File: src/rtl/crc_pkg.sv
// Shared types and defaults for the serial CRC engine.
package crc_pkg;

  typedef enum logic {
    CRC_ENC = 1'b0,
    CRC_CHK = 1'b1
  } crc_mode_e;

  typedef enum logic [1:0] {
    IDLE  = 2'd0,
    SHIFT = 2'd1,
    DONE  = 2'd2
  } crc_state_e;

  localparam int unsigned MSG_W_DEF    = 58;
  localparam int unsigned CRC_W_DEF    = 5;
  localparam int unsigned NUM_POLY_DEF = 2;

  // entry0 = x^5+x^2+1 (LSBs), entry1 = x^5+x^3+x+1
  localparam logic [NUM_POLY_DEF*CRC_W_DEF-1:0] CRC_POLY_TBL_DEF = {5'h0B, 5'h05};

endpackage

File: src/rtl/crc_serial_engine_if.sv
// Request/result handshake bundle between upstream, the CRC engine and the output formatter.
interface crc_serial_engine_if #(
  parameter int unsigned MSG_W = 58,
  parameter int unsigned CRC_W = 5,
  parameter int unsigned SEL_W = 1
) ();

  logic             in_valid;
  logic             in_ready;
  logic             in_mode;
  logic [SEL_W-1:0] in_sel;
  logic [MSG_W-1:0] in_msg;
  logic             out_valid;
  logic             out_ready;
  logic [MSG_W-1:0] out_data;
  logic [CRC_W-1:0] out_crc;
  logic             out_err;

  modport master (
    output in_valid, in_mode, in_sel, in_msg, out_ready,
    input  in_ready, out_valid, out_data, out_crc, out_err
  );

  modport slave (
    input  in_valid, in_mode, in_sel, in_msg, out_ready,
    output in_ready, out_valid, out_data, out_crc, out_err
  );

endinterface

File: src/rtl/crc_lfsr_step.sv
// One MSB-first CRC shift step: feed one data bit into the remainder register.
module crc_lfsr_step #(
  parameter int unsigned CRC_W = 5
) (
  input  logic [CRC_W-1:0] lfsr,
  input  logic             din,
  input  logic [CRC_W-1:0] poly,
  output logic [CRC_W-1:0] lfsr_next
);

  logic fb;

  assign fb        = lfsr[CRC_W-1] ^ din;
  assign lfsr_next = {lfsr[CRC_W-2:0], 1'b0} ^ (fb ? poly : CRC_W'(0));

endmodule

File: src/rtl/crc_serial_engine.sv
// Serial CRC encode/check engine with a 1-deep request buffer and output back-pressure.
// Define CRC_INIT_ONES_EN to preset the remainder register to all ones at load (default: zero).
module crc_serial_engine
  import crc_pkg::*;
#(
  parameter int unsigned                   MSG_W    = MSG_W_DEF,
  parameter int unsigned                   CRC_W    = CRC_W_DEF,
  parameter int unsigned                   NUM_POLY = NUM_POLY_DEF,
  parameter logic [NUM_POLY*CRC_W-1:0]     POLY_TBL = CRC_POLY_TBL_DEF
) (
  input logic               clk,
  input logic               rst_n,
  crc_serial_engine_if.slave bus
);

  localparam int unsigned D     = MSG_W - CRC_W;
  localparam int unsigned CNT_W = $clog2(D + 1);

`ifdef CRC_INIT_ONES_EN
  localparam logic [CRC_W-1:0] LFSR_INIT = '1;
`else
  localparam logic [CRC_W-1:0] LFSR_INIT = '0;
`endif

  crc_state_e       state_q, state_d;
  logic [CNT_W-1:0] cnt_q;
  crc_mode_e        mode_q;
  logic [CRC_W-1:0] poly_q;
  logic [MSG_W-1:0] msg_q;
  logic [D-1:0]     sh_q;
  logic [CRC_W-1:0] lfsr_q;
  logic [CRC_W-1:0] lfsr_next_c;

  logic             pend_full_q, pend_full_d;
  crc_mode_e        pend_mode_q;
  logic [CRC_W-1:0] pend_poly_q;
  logic [MSG_W-1:0] pend_msg_q;

  logic             in_ready_q;
  logic             out_valid_q;
  logic [MSG_W-1:0] out_data_q;
  logic [CRC_W-1:0] out_crc_q;
  logic             out_err_q;

  logic             accept_c, direct_c;
  logic             load_c, load_pend_c, shift_c, capture_c, release_c;
  logic [CRC_W-1:0] in_poly_c;
  crc_mode_e        ld_mode_c;
  logic [CRC_W-1:0] ld_poly_c;
  logic [MSG_W-1:0] ld_msg_c;

  // Out-of-range selects fall back to entry 0; the poly is resolved at accept time.
  always_comb begin
    in_poly_c = POLY_TBL[CRC_W-1:0];
    for (int unsigned k = 0; k < NUM_POLY; k++) begin
      if (32'(bus.in_sel) == k) in_poly_c = POLY_TBL[k*CRC_W +: CRC_W];
    end
  end

  assign accept_c  = bus.in_valid & in_ready_q;
  assign ld_mode_c = load_pend_c ? pend_mode_q : crc_mode_e'(bus.in_mode);
  assign ld_poly_c = load_pend_c ? pend_poly_q : in_poly_c;
  assign ld_msg_c  = load_pend_c ? pend_msg_q  : bus.in_msg;

  crc_lfsr_step #(.CRC_W(CRC_W)) u_step (
    .lfsr      (lfsr_q),
    .din       (sh_q[D-1]),
    .poly      (poly_q),
    .lfsr_next (lfsr_next_c)
  );

  always_ff @(posedge clk or negedge rst_n) begin
    if (!rst_n) state_q <= IDLE;
    else        state_q <= state_d;
  end

  // Next state and datapath strobes; an extra SHIFT cycle registers the result.
  always_comb begin
    state_d     = state_q;
    load_c      = 1'b0;
    load_pend_c = 1'b0;
    shift_c     = 1'b0;
    capture_c   = 1'b0;
    release_c   = 1'b0;
    direct_c    = 1'b0;
    case (state_q)
      IDLE: begin
        if (pend_full_q) begin
          load_c      = 1'b1;
          load_pend_c = 1'b1;
          state_d     = SHIFT;
        end else if (accept_c) begin
          load_c   = 1'b1;
          direct_c = 1'b1;
          state_d  = SHIFT;
        end
      end
      SHIFT: begin
        if (cnt_q == CNT_W'(D)) begin
          capture_c = 1'b1;
          state_d   = DONE;
        end else begin
          shift_c = 1'b1;
        end
      end
      DONE: begin
        if (bus.out_ready) begin
          release_c = 1'b1;
          if (pend_full_q) begin
            load_c      = 1'b1;
            load_pend_c = 1'b1;
            state_d     = SHIFT;
          end else begin
            state_d = IDLE;
          end
        end
      end
      default: state_d = IDLE;
    endcase
    pend_full_d = (pend_full_q & ~load_pend_c) | (accept_c & ~direct_c);
  end

  // Pending buffer and accept flag.
  always_ff @(posedge clk or negedge rst_n) begin
    if (!rst_n) begin
      pend_full_q <= 1'b0;
      pend_mode_q <= CRC_ENC;
      pend_poly_q <= '0;
      pend_msg_q  <= '0;
      in_ready_q  <= 1'b1;
    end else begin
      pend_full_q <= pend_full_d;
      in_ready_q  <= ~pend_full_d;
      if (accept_c && !direct_c) begin
        pend_mode_q <= crc_mode_e'(bus.in_mode);
        pend_poly_q <= in_poly_c;
        pend_msg_q  <= bus.in_msg;
      end
    end
  end

  // Working register, remainder, counter and result registers.
  always_ff @(posedge clk or negedge rst_n) begin
    if (!rst_n) begin
      cnt_q       <= '0;
      mode_q      <= CRC_ENC;
      poly_q      <= '0;
      msg_q       <= '0;
      sh_q        <= '0;
      lfsr_q      <= '0;
      out_valid_q <= 1'b0;
      out_data_q  <= '0;
      out_crc_q   <= '0;
      out_err_q   <= 1'b0;
    end else begin
      if (load_c) begin
        mode_q <= ld_mode_c;
        poly_q <= ld_poly_c;
        msg_q  <= ld_msg_c;
        sh_q   <= (ld_mode_c == CRC_ENC) ? ld_msg_c[D-1:0] : ld_msg_c[MSG_W-1:CRC_W];
        lfsr_q <= LFSR_INIT;
        cnt_q  <= '0;
      end else if (shift_c) begin
        sh_q   <= {sh_q[D-2:0], 1'b0};
        lfsr_q <= lfsr_next_c;
        cnt_q  <= cnt_q + CNT_W'(1);
      end
      if (capture_c) begin
        out_valid_q <= 1'b1;
        out_crc_q   <= lfsr_q;
        if (mode_q == CRC_ENC) begin
          out_data_q <= {msg_q[D-1:0], lfsr_q};
          out_err_q  <= 1'b0;
        end else begin
          out_data_q <= msg_q;
          out_err_q  <= (lfsr_q != msg_q[CRC_W-1:0]);
        end
      end else if (release_c) begin
        out_valid_q <= 1'b0;
      end
    end
  end

  assign bus.in_ready  = in_ready_q;
  assign bus.out_valid = out_valid_q;
  assign bus.out_data  = out_data_q;
  assign bus.out_crc   = out_crc_q;
  assign bus.out_err   = out_err_q;

endmodule

File: src/flat_wrapper.sv
// flat-port wrapper written by rule: the top's interface ports become plain ports
module crc_serial_engine_flat import crc_pkg::*;
#(
  parameter int unsigned                   MSG_W    = MSG_W_DEF,
  parameter int unsigned                   CRC_W    = CRC_W_DEF,
  parameter int unsigned                   NUM_POLY = NUM_POLY_DEF,
  parameter logic [NUM_POLY*CRC_W-1:0]     POLY_TBL = CRC_POLY_TBL_DEF
)
  (clk, rst_n, bus_in_valid, bus_in_mode, bus_in_sel, bus_in_msg, bus_out_ready, bus_in_ready, bus_out_valid, bus_out_data, bus_out_crc, bus_out_err);
  crc_serial_engine_if #(.MSG_W(MSG_W), .CRC_W(CRC_W), .SEL_W(1)) bus_i ();
  input logic clk;
  input logic rst_n;
  input wire logic [$bits(bus_i.in_valid)-1:0] bus_in_valid;
  input wire logic [$bits(bus_i.in_mode)-1:0] bus_in_mode;
  input wire logic [$bits(bus_i.in_sel)-1:0] bus_in_sel;
  input wire logic [$bits(bus_i.in_msg)-1:0] bus_in_msg;
  input wire logic [$bits(bus_i.out_ready)-1:0] bus_out_ready;
  output wire logic [$bits(bus_i.in_ready)-1:0] bus_in_ready;
  output wire logic [$bits(bus_i.out_valid)-1:0] bus_out_valid;
  output wire logic [$bits(bus_i.out_data)-1:0] bus_out_data;
  output wire logic [$bits(bus_i.out_crc)-1:0] bus_out_crc;
  output wire logic [$bits(bus_i.out_err)-1:0] bus_out_err;
  assign bus_i.in_valid = bus_in_valid;
  assign bus_i.in_mode = bus_in_mode;
  assign bus_i.in_sel = bus_in_sel;
  assign bus_i.in_msg = bus_in_msg;
  assign bus_i.out_ready = bus_out_ready;
  assign bus_in_ready = bus_i.in_ready;
  assign bus_out_valid = bus_i.out_valid;
  assign bus_out_data = bus_i.out_data;
  assign bus_out_crc = bus_i.out_crc;
  assign bus_out_err = bus_i.out_err;
  crc_serial_engine #(.MSG_W(MSG_W), .CRC_W(CRC_W), .NUM_POLY(NUM_POLY), .POLY_TBL(POLY_TBL)) u_core (.clk(clk), .rst_n(rst_n), .bus(bus_i));
endmodule
File: config.mk
export PLATFORM = sky130hd
export DESIGN_NAME = crc_serial_engine_flat
export DESIGN_NICKNAME = d
export VERILOG_FILES = /design/src/rtl/crc_pkg.sv /design/src/rtl/crc_serial_engine_if.sv /design/src/rtl/crc_lfsr_step.sv /design/src/rtl/crc_serial_engine.sv /design/src/flat_wrapper.sv
export SDC_FILE = /design/constraint.sdc
export NUM_CORES = 1
export LEC_CHECK = 0
export ABC_AREA = 1
export CELL_PAD_IN_SITES_DETAIL_PLACEMENT = 1
export CELL_PAD_IN_SITES_GLOBAL_PLACEMENT = 1
export CORE_UTILIZATION = 43
export CTS_CLUSTER_DIAMETER = 60
export CTS_CLUSTER_SIZE = 12
export DETAILED_ROUTE_END_ITERATION = 10
export GPL_TIMING_DRIVEN = 0
export PLACE_DENSITY_LB_ADDON = 0.3
export REMOVE_ABC_BUFFERS = 1
export SETUP_SLACK_MARGIN = 0.3
export SYNTH_ARGS = -nofsm -noshare
export SYNTH_HDL_FRONTEND = slang
export SYNTH_SLANG_ARGS = --single-unit
File: constraint.sdc
create_clock -name clk -period 3.7 [get_ports clk]
set_input_delay 0.925 -clock clk [delete_from_list [all_inputs] [get_ports clk]]
set_output_delay 0.925 -clock clk [all_outputs]
set_load 0.1 [all_outputs]
# Word level (Yosys, flattened, before mapping)
# Index checks and enable logic that the tools add are counted.
[totals]
regBits = 261
inputBits = 64
[classes]
add_sub_neg = 1
eq_ne = 7
n_mux = 36
bitwise_logic = 9
reduce_logical = 6
[op_table]
columns = ["op", "count"]
rows = [
  ["$mux 53", 3],
  ["$mux 58", 2],
  ["$mux 5", 4],
  ["$mux 1", 17],
  ["$mux 6", 2],
  ["$mux 2", 4],
  ["$add 6x1->6 const B", 1],
  ["$eq 6x6->1 const B", 1],
  ["$pmux 2 s3", 1],
  ["$ne 5x5->1", 1],
  ["$xor 5x5->5", 1],
  ["$mux 4", 1],
  ["$pmux 1 s2", 2],
  ["$reduce_bool 2->1", 2],
  ["$and 1x1->1", 3],
  ["$ne 3x1->1 const B", 1],
  ["$not 1->1", 3],
  ["$reduce_and 3->1", 1],
  ["$eq 2x1->1 const B", 1],
  ["$eq 2x2->1 const B", 1],
  ["$logic_not 2->1", 1],
  ["$ne 2x1->1 const B", 1],
  ["$ne 2x2->1 const B", 1],
  ["$logic_and 1x1->1", 1],
  ["3 further kinds", 3],
]

# Depth between registers and ports, before layout
[logic_depth]
word_depth = 8
ltp_mapped = 10
mapped_depth_nobuf = 9

# Modules after synthesis
# A second synthesis with hierarchy kept.
[unflattened]
cells_unflattened = 1705
hier_area_um2 = 12555.8
[by_module_without_submodules]
columns = ["mod", "n_inst", "cells_per_inst", "area_each_um2", "seq_area_each_um2"]
rows = [
  ["crc_serial_engine", 1, 1680, 12434.4, 6432.4],
  ["crc_lfsr_step", 1, 25, 121.4, 0.0],
]

# Least setup slack after synthesis
# OpenSTA, ideal clock, no wires.
[synth_timing]
path_type = "input to register"
from = "input bus_out_ready"
to = "register u_core.sh_q[14]"
setup_ns = 0.123
arrival_ns = 1.863
setup_slack_ns = 1.714
cell_stages = 9
path_cell_list = "inv_1 > nand2_2 > nand2_4 > nand2_1 > nand3_2 > clkbuf_1 > nand2_1 > nand2_1 > a21oi_1"
[synth_between]
elab_chain_len = 5
word_cells_on_any_way = 8
cone_classes = "mux: 7; reduce/logical: 1"
[synth_lines]
columns = ["element", "line_no", "rtl"]
rows = [
  ["start, declared", "flat_wrapper.sv:17", "input wire logic [$bits(bus_i.out_ready)-1:0] bus_out_ready;"],
  ["$mux 1 *", "crc_serial_engine.sv:107", "if (bus.out_ready) begin"],
  ["$pmux 1 s2", "crc_serial_engine.sv:86", "case (state_q)"],
  ["$mux 58 or $mux 1 (tied branches)", "crc_serial_engine.sv:63, crc_serial_engine.sv:61", ""],
  ["$mux 53", "crc_serial_engine.sv:160", "sh_q <= (ld_mode_c == CRC_ENC) ? ld_msg_c[D-1:0] : ld_msg_c[MSG_W-1:CRC_W];"],
  ["$mux 53", "crc_serial_engine.sv:156", "if (load_c) begin"],
  ["end signal, assigned", "crc_serial_engine.sv:160", ""],
  ["end signal, assigned", "crc_serial_engine.sv:164", "sh_q <= {sh_q[D-2:0], 1'b0};"],
  ["end, declared", "crc_serial_engine.sv:30", "logic [D-1:0] sh_q;"],
]
# Mark *: on every way between the ends. The rest lies on a longest branch, timed or not.
# A chain may end at the register's enable or synchronous reset.

# Worst setup path in the final report
[layout_timing]
from = "input bus_out_ready"
to = "register u_core.sh_q[51]"
# The elaborated chain is that of the path after synthesis.

==> results.json <==
{
  "timing.final.setup_violations": 0,
  "floorplan.die.width_um": 170,
  "holdCritPathClass": "in2async",
  "design.core.area_um2": 27900,
  "r2r-start": "u_core.state_q[0]",
  "initial_drc_count": 849,
  "syn-instance-count": 1585,
  "post-synth-top-area-fraction_pct": 52.5,
  "gr-usage-all-layers_pct": 28.5,
  "gr-total-overflow": 0,
  "critical_path_class": "in2reg",
  "cts_buffer_depth": 3,
  "drt-vias-per-instance": 5.46,
  "startpoint_type": "input pin",
  "synth_warnings": 0,
  "post-route-period-util_pct": 88.7,
  "syn-mean-instance-area_um2": 7.70,
  "drv_cap": 0,
  "port_buffers": 129,
  "cell_count_final_fillers_out": 2060,
  "tightest_slew_ns": 1.34,
  "worstPathMaxFanout": 54,
  "setup_slack_reg_to_reg_ns": 0.68,
  "power_report.internal_total_mw": 7.11,
  "cp_data_required_time_ns": 4.16,
  "worst_setup_hold_path_clk_slew_ns": 0.06,
  "yosys.cell_count.top_type": "nand2_1",
  "detailroute.via_count": 11250,
  "synth-compound-area-share_pct": 11.9,
  "antenna-diode-count": 0,
  "drive_gt1_share_pct": 4.70,
  "placed_cells_incl_taps": 2007,
  "hpwl_um": 22500,
  "synth-simple-area-share_pct": 26.4,
  "cts.htree.levels": 1,
  "synth_async_sr_flop_share_pct": 100,
  "synth_top_family_by_area": "simple AND/OR/NAND/NOR gates",
  "synth_seq_cells": 257,
  "worst_r2r_endpoint": "u_core.sh_q[51]",
  "firstDrtPassIters": 5,
  "vdd.ir_drop.worst_mv": 0.375,
  "share_seq_of_total_power_pct": 39.1,
  "placement.setup.worst_slack_ns": -2.78,
  "netlist-cell-type-count": 33,
  "synthTopCellsByArea": "dfrtp_1 (52%), nand2_1 (18%), o21ai_0 (5.9%), nand3_1 (4.4%), inv_1 (4.1%)",
  "critPathArrivalTime_ns": 3.75,
  "finalMaxSlewViolations": 0,
  "starting_density_pct": 43.8,
  "hold_viol": 0,
  "worstSetupStartpoint": "bus_out_ready",
  "synth_edf_count": 0,
  "timing.fmax_mhz": 305,
  "place_congestion": 0.771,
  "post_cts_hold_buffer_count": 0,
  "dominantRegCellSynth": "dfrtp_1",
  "cts_num_sinks": 257,
  "design_power_total_mw": 12.3,
  "die_area_um2": 29100,
  "cts_inserted_buffers": 28,
  "synth-xor-area-share_pct": 0.646,
  "switching_share_of_power_pct": 42.4,
  "fin_area_um2": 14900,
  "post-route-drc-count": 0,
  "finalNetCount": 1734,
  "core.rowCount": 61,
  "synthToLayoutAreaGrowth_pct": 22.2,
  "crit_end": "u_core.sh_q[51]",
  "area_of_the_mapped_netlist_um2": 12200,
  "p_leak_nw": 7.43,
  "final_critical_path_setup_slack_ns": 0.419,
  "sequential_area_share_after_synthesis_pct": 52.7,
  "synth_adder_area_share_pct": 0.205,
  "cellPowerDensity_nw_per_um2": 827,
  "grt_pass1_wl_um": 64100,
  "postRouteAntennaNets": 0,
  "reg2regPathDepth": 8,
  "cts_tree": "built",
  "critical_path.endpoint_type": "register",
  "comb_power_share_pct": 37.4,
  "synth.area.mux_share_pct": 0,
  "io_pins": 130,
  "outcome": "finished clean",
  "worst_clock_skew_ns": 0.0145,
  "wl_um": 40100,
  "grt_pass1_vias": 11793,
  "power_frac_clock_pct": 23.5,
  "clk_root_buffer_cell": "clkbuf_16",
  "p_sw_mw": 5.23,
  "nFillCells": 3368,
  "grt_antenna_before_repair": 0,
  "slew_headroom_pct": 10.7,
  "post_dp_cell_area_um2": 13800,
  "synth.cells.most_frequent": "nand2_1 (575), dfrtp_1 (256), o21ai_0 (143)",
  "netlist.top_cell.by_area": "dfrtp_1",
  "die_y_um": 170,
  "wl_per_cell_um": 19.5,
  "clkLatencyLatePin_ns": 0.55,
  "grt_setup_unrepaired": "true",
  "maximum_number_of_pins_on_one_net_before_global_route_repair": 115,
  "finalCriticalPeriod_ns": 3.28
}
==> flip-flops by register name, indices dropped and copies added, names as in the netlist <==
| signal | cells |
|---|---|
| u_core.bus.in_ready | 1 |
| u_core.bus.out_crc | 5 |
| u_core.bus.out_data | 58 |
| u_core.bus.out_err | 1 |
| u_core.bus.out_valid | 1 |
| u_core.cnt_q | 6 |
| u_core.lfsr_q | 5 |
| u_core.mode_q | 1 |
| u_core.msg_q | 58 |
| u_core.pend_full_q | 1 |
| u_core.pend_mode_q | 1 |
| u_core.pend_msg_q | 58 |
| u_core.pend_poly_q | 3 |
| u_core.poly_q | 3 |
| u_core.sh_q | 53 |
| u_core.state_q | 2 |
==> worst min path at each step <==
| stage | from | to | slack [ns] | cells after the start |
|---|---|---|---|---|
| after floorplan | u_core.pend_full_q | u_core.bus.in_ready | 0.42 | 1 |
| after global placement | u_core.pend_full_q | u_core.bus.in_ready | 0.44 | 1 |
| after detailed placement | u_core.pend_full_q | u_core.bus.in_ready | 0.46 | 1 |
| after CTS | rst_n | u_core.bus.out_data[7] | 0.25 | 1 |
| after global routing | rst_n | u_core.bus.out_data[7] | 0.26 | 1 |
| final | rst_n | u_core.lfsr_q[1] | 0.25 | 1 |
==> repair_timing <==
action / 4_1_cts / 5_1_grt
gates resized for setup: 6 / 3
setup buffers: 2 / 0
endpoints found under the setup margin: 129 / 32
pin swaps: 3 / 2
gates cloned: 5 / 2
==> kinds of logic after synthesis <==
family	Yosys count
AO/OA/AOI/OAI	272
XOR/XNOR	9
adder cells (fa/ha/maj)	2
buffers and inverters	234
flip-flops	257
AND/OR/NAND/NOR	811
==> worst max-delay path: stages <==
cell and delay, ns:
clkdlybuf4s50_1 0.56, clkinvlp_4 0.30, nand2_8 0.28, nand2_8 0.11, buf_4 0.23, nand2_1 0.12
nand3_4 0.63, nand2_1 0.33, nand2_1 0.08, a21oi_1 0.14
==> through the flow <==
stage	TNS [ns]	utilization (%)	hold WS, ns
floorplan	-147.06	-	0.424
global placement	-3325.35	48.4	0.444
detailed placement	-273.70	49.7	0.459
CTS	0	53.4	0.248
global route	0	53.6	0.261
finish	0	53.6	0.248
==> per-layer routing <==
metal,up-vias,track usage (%),routed length [um]
li1,5207,-,-
met1,5709,38.9,17900
met2,273,48.0,19500
met3,61,3.21,1860
met4,0,7.79,860
met5,-,0,0
==> power by group through the flow <==
stage	clock network (mW)	logic [mW]	registers, mW
after global routing	3.03	5.10	4.94
final	2.90	4.62	4.82
after detailed placement	0	4.50	4.84
after global placement	0	4.28	4.81
after CTS	2.93	4.62	4.81
after floorplan	0	2.18	5.58
==> cells in the final DEF (no fill, tap or decap), types with 3 or more instances in the layout <==
cell type        count
o21ai_1              5
o21ai_0            143
clkbuf_16           29
xor2_1               5
a21oi_1             58
clkbuf_1             4
inv_1              132
dfrtp_1            255
nand3_1            108
buf_12               4
clkdlybuf4s50_1    128
o22ai_1              6
clkinv_2             3
a31oi_1             53
bufinv_16            4
nand2_8              4
nand2_4              6
buf_16               8
clkinvlp_4           3
nor2_1             118
xnor2_1              4
nand2_1            574
==> cell type report <==
cell class / instances / area, um^2 / area share [%]
Clock buffer: 35 / 768 / 5.15
Timing Repair Buffer: 144 / 1640 / 11.0
Multi-Input combinational cell: 1100 / 4920 / 33.0
Sequential cell: 257 / 6440 / 43.1
Tap cell: 378 / 473 / 3.17
Clock inverter: 9 / 150 / 1.01
Inverter: 137 / 528 / 3.54
Power figures use the tool's default switching activity.
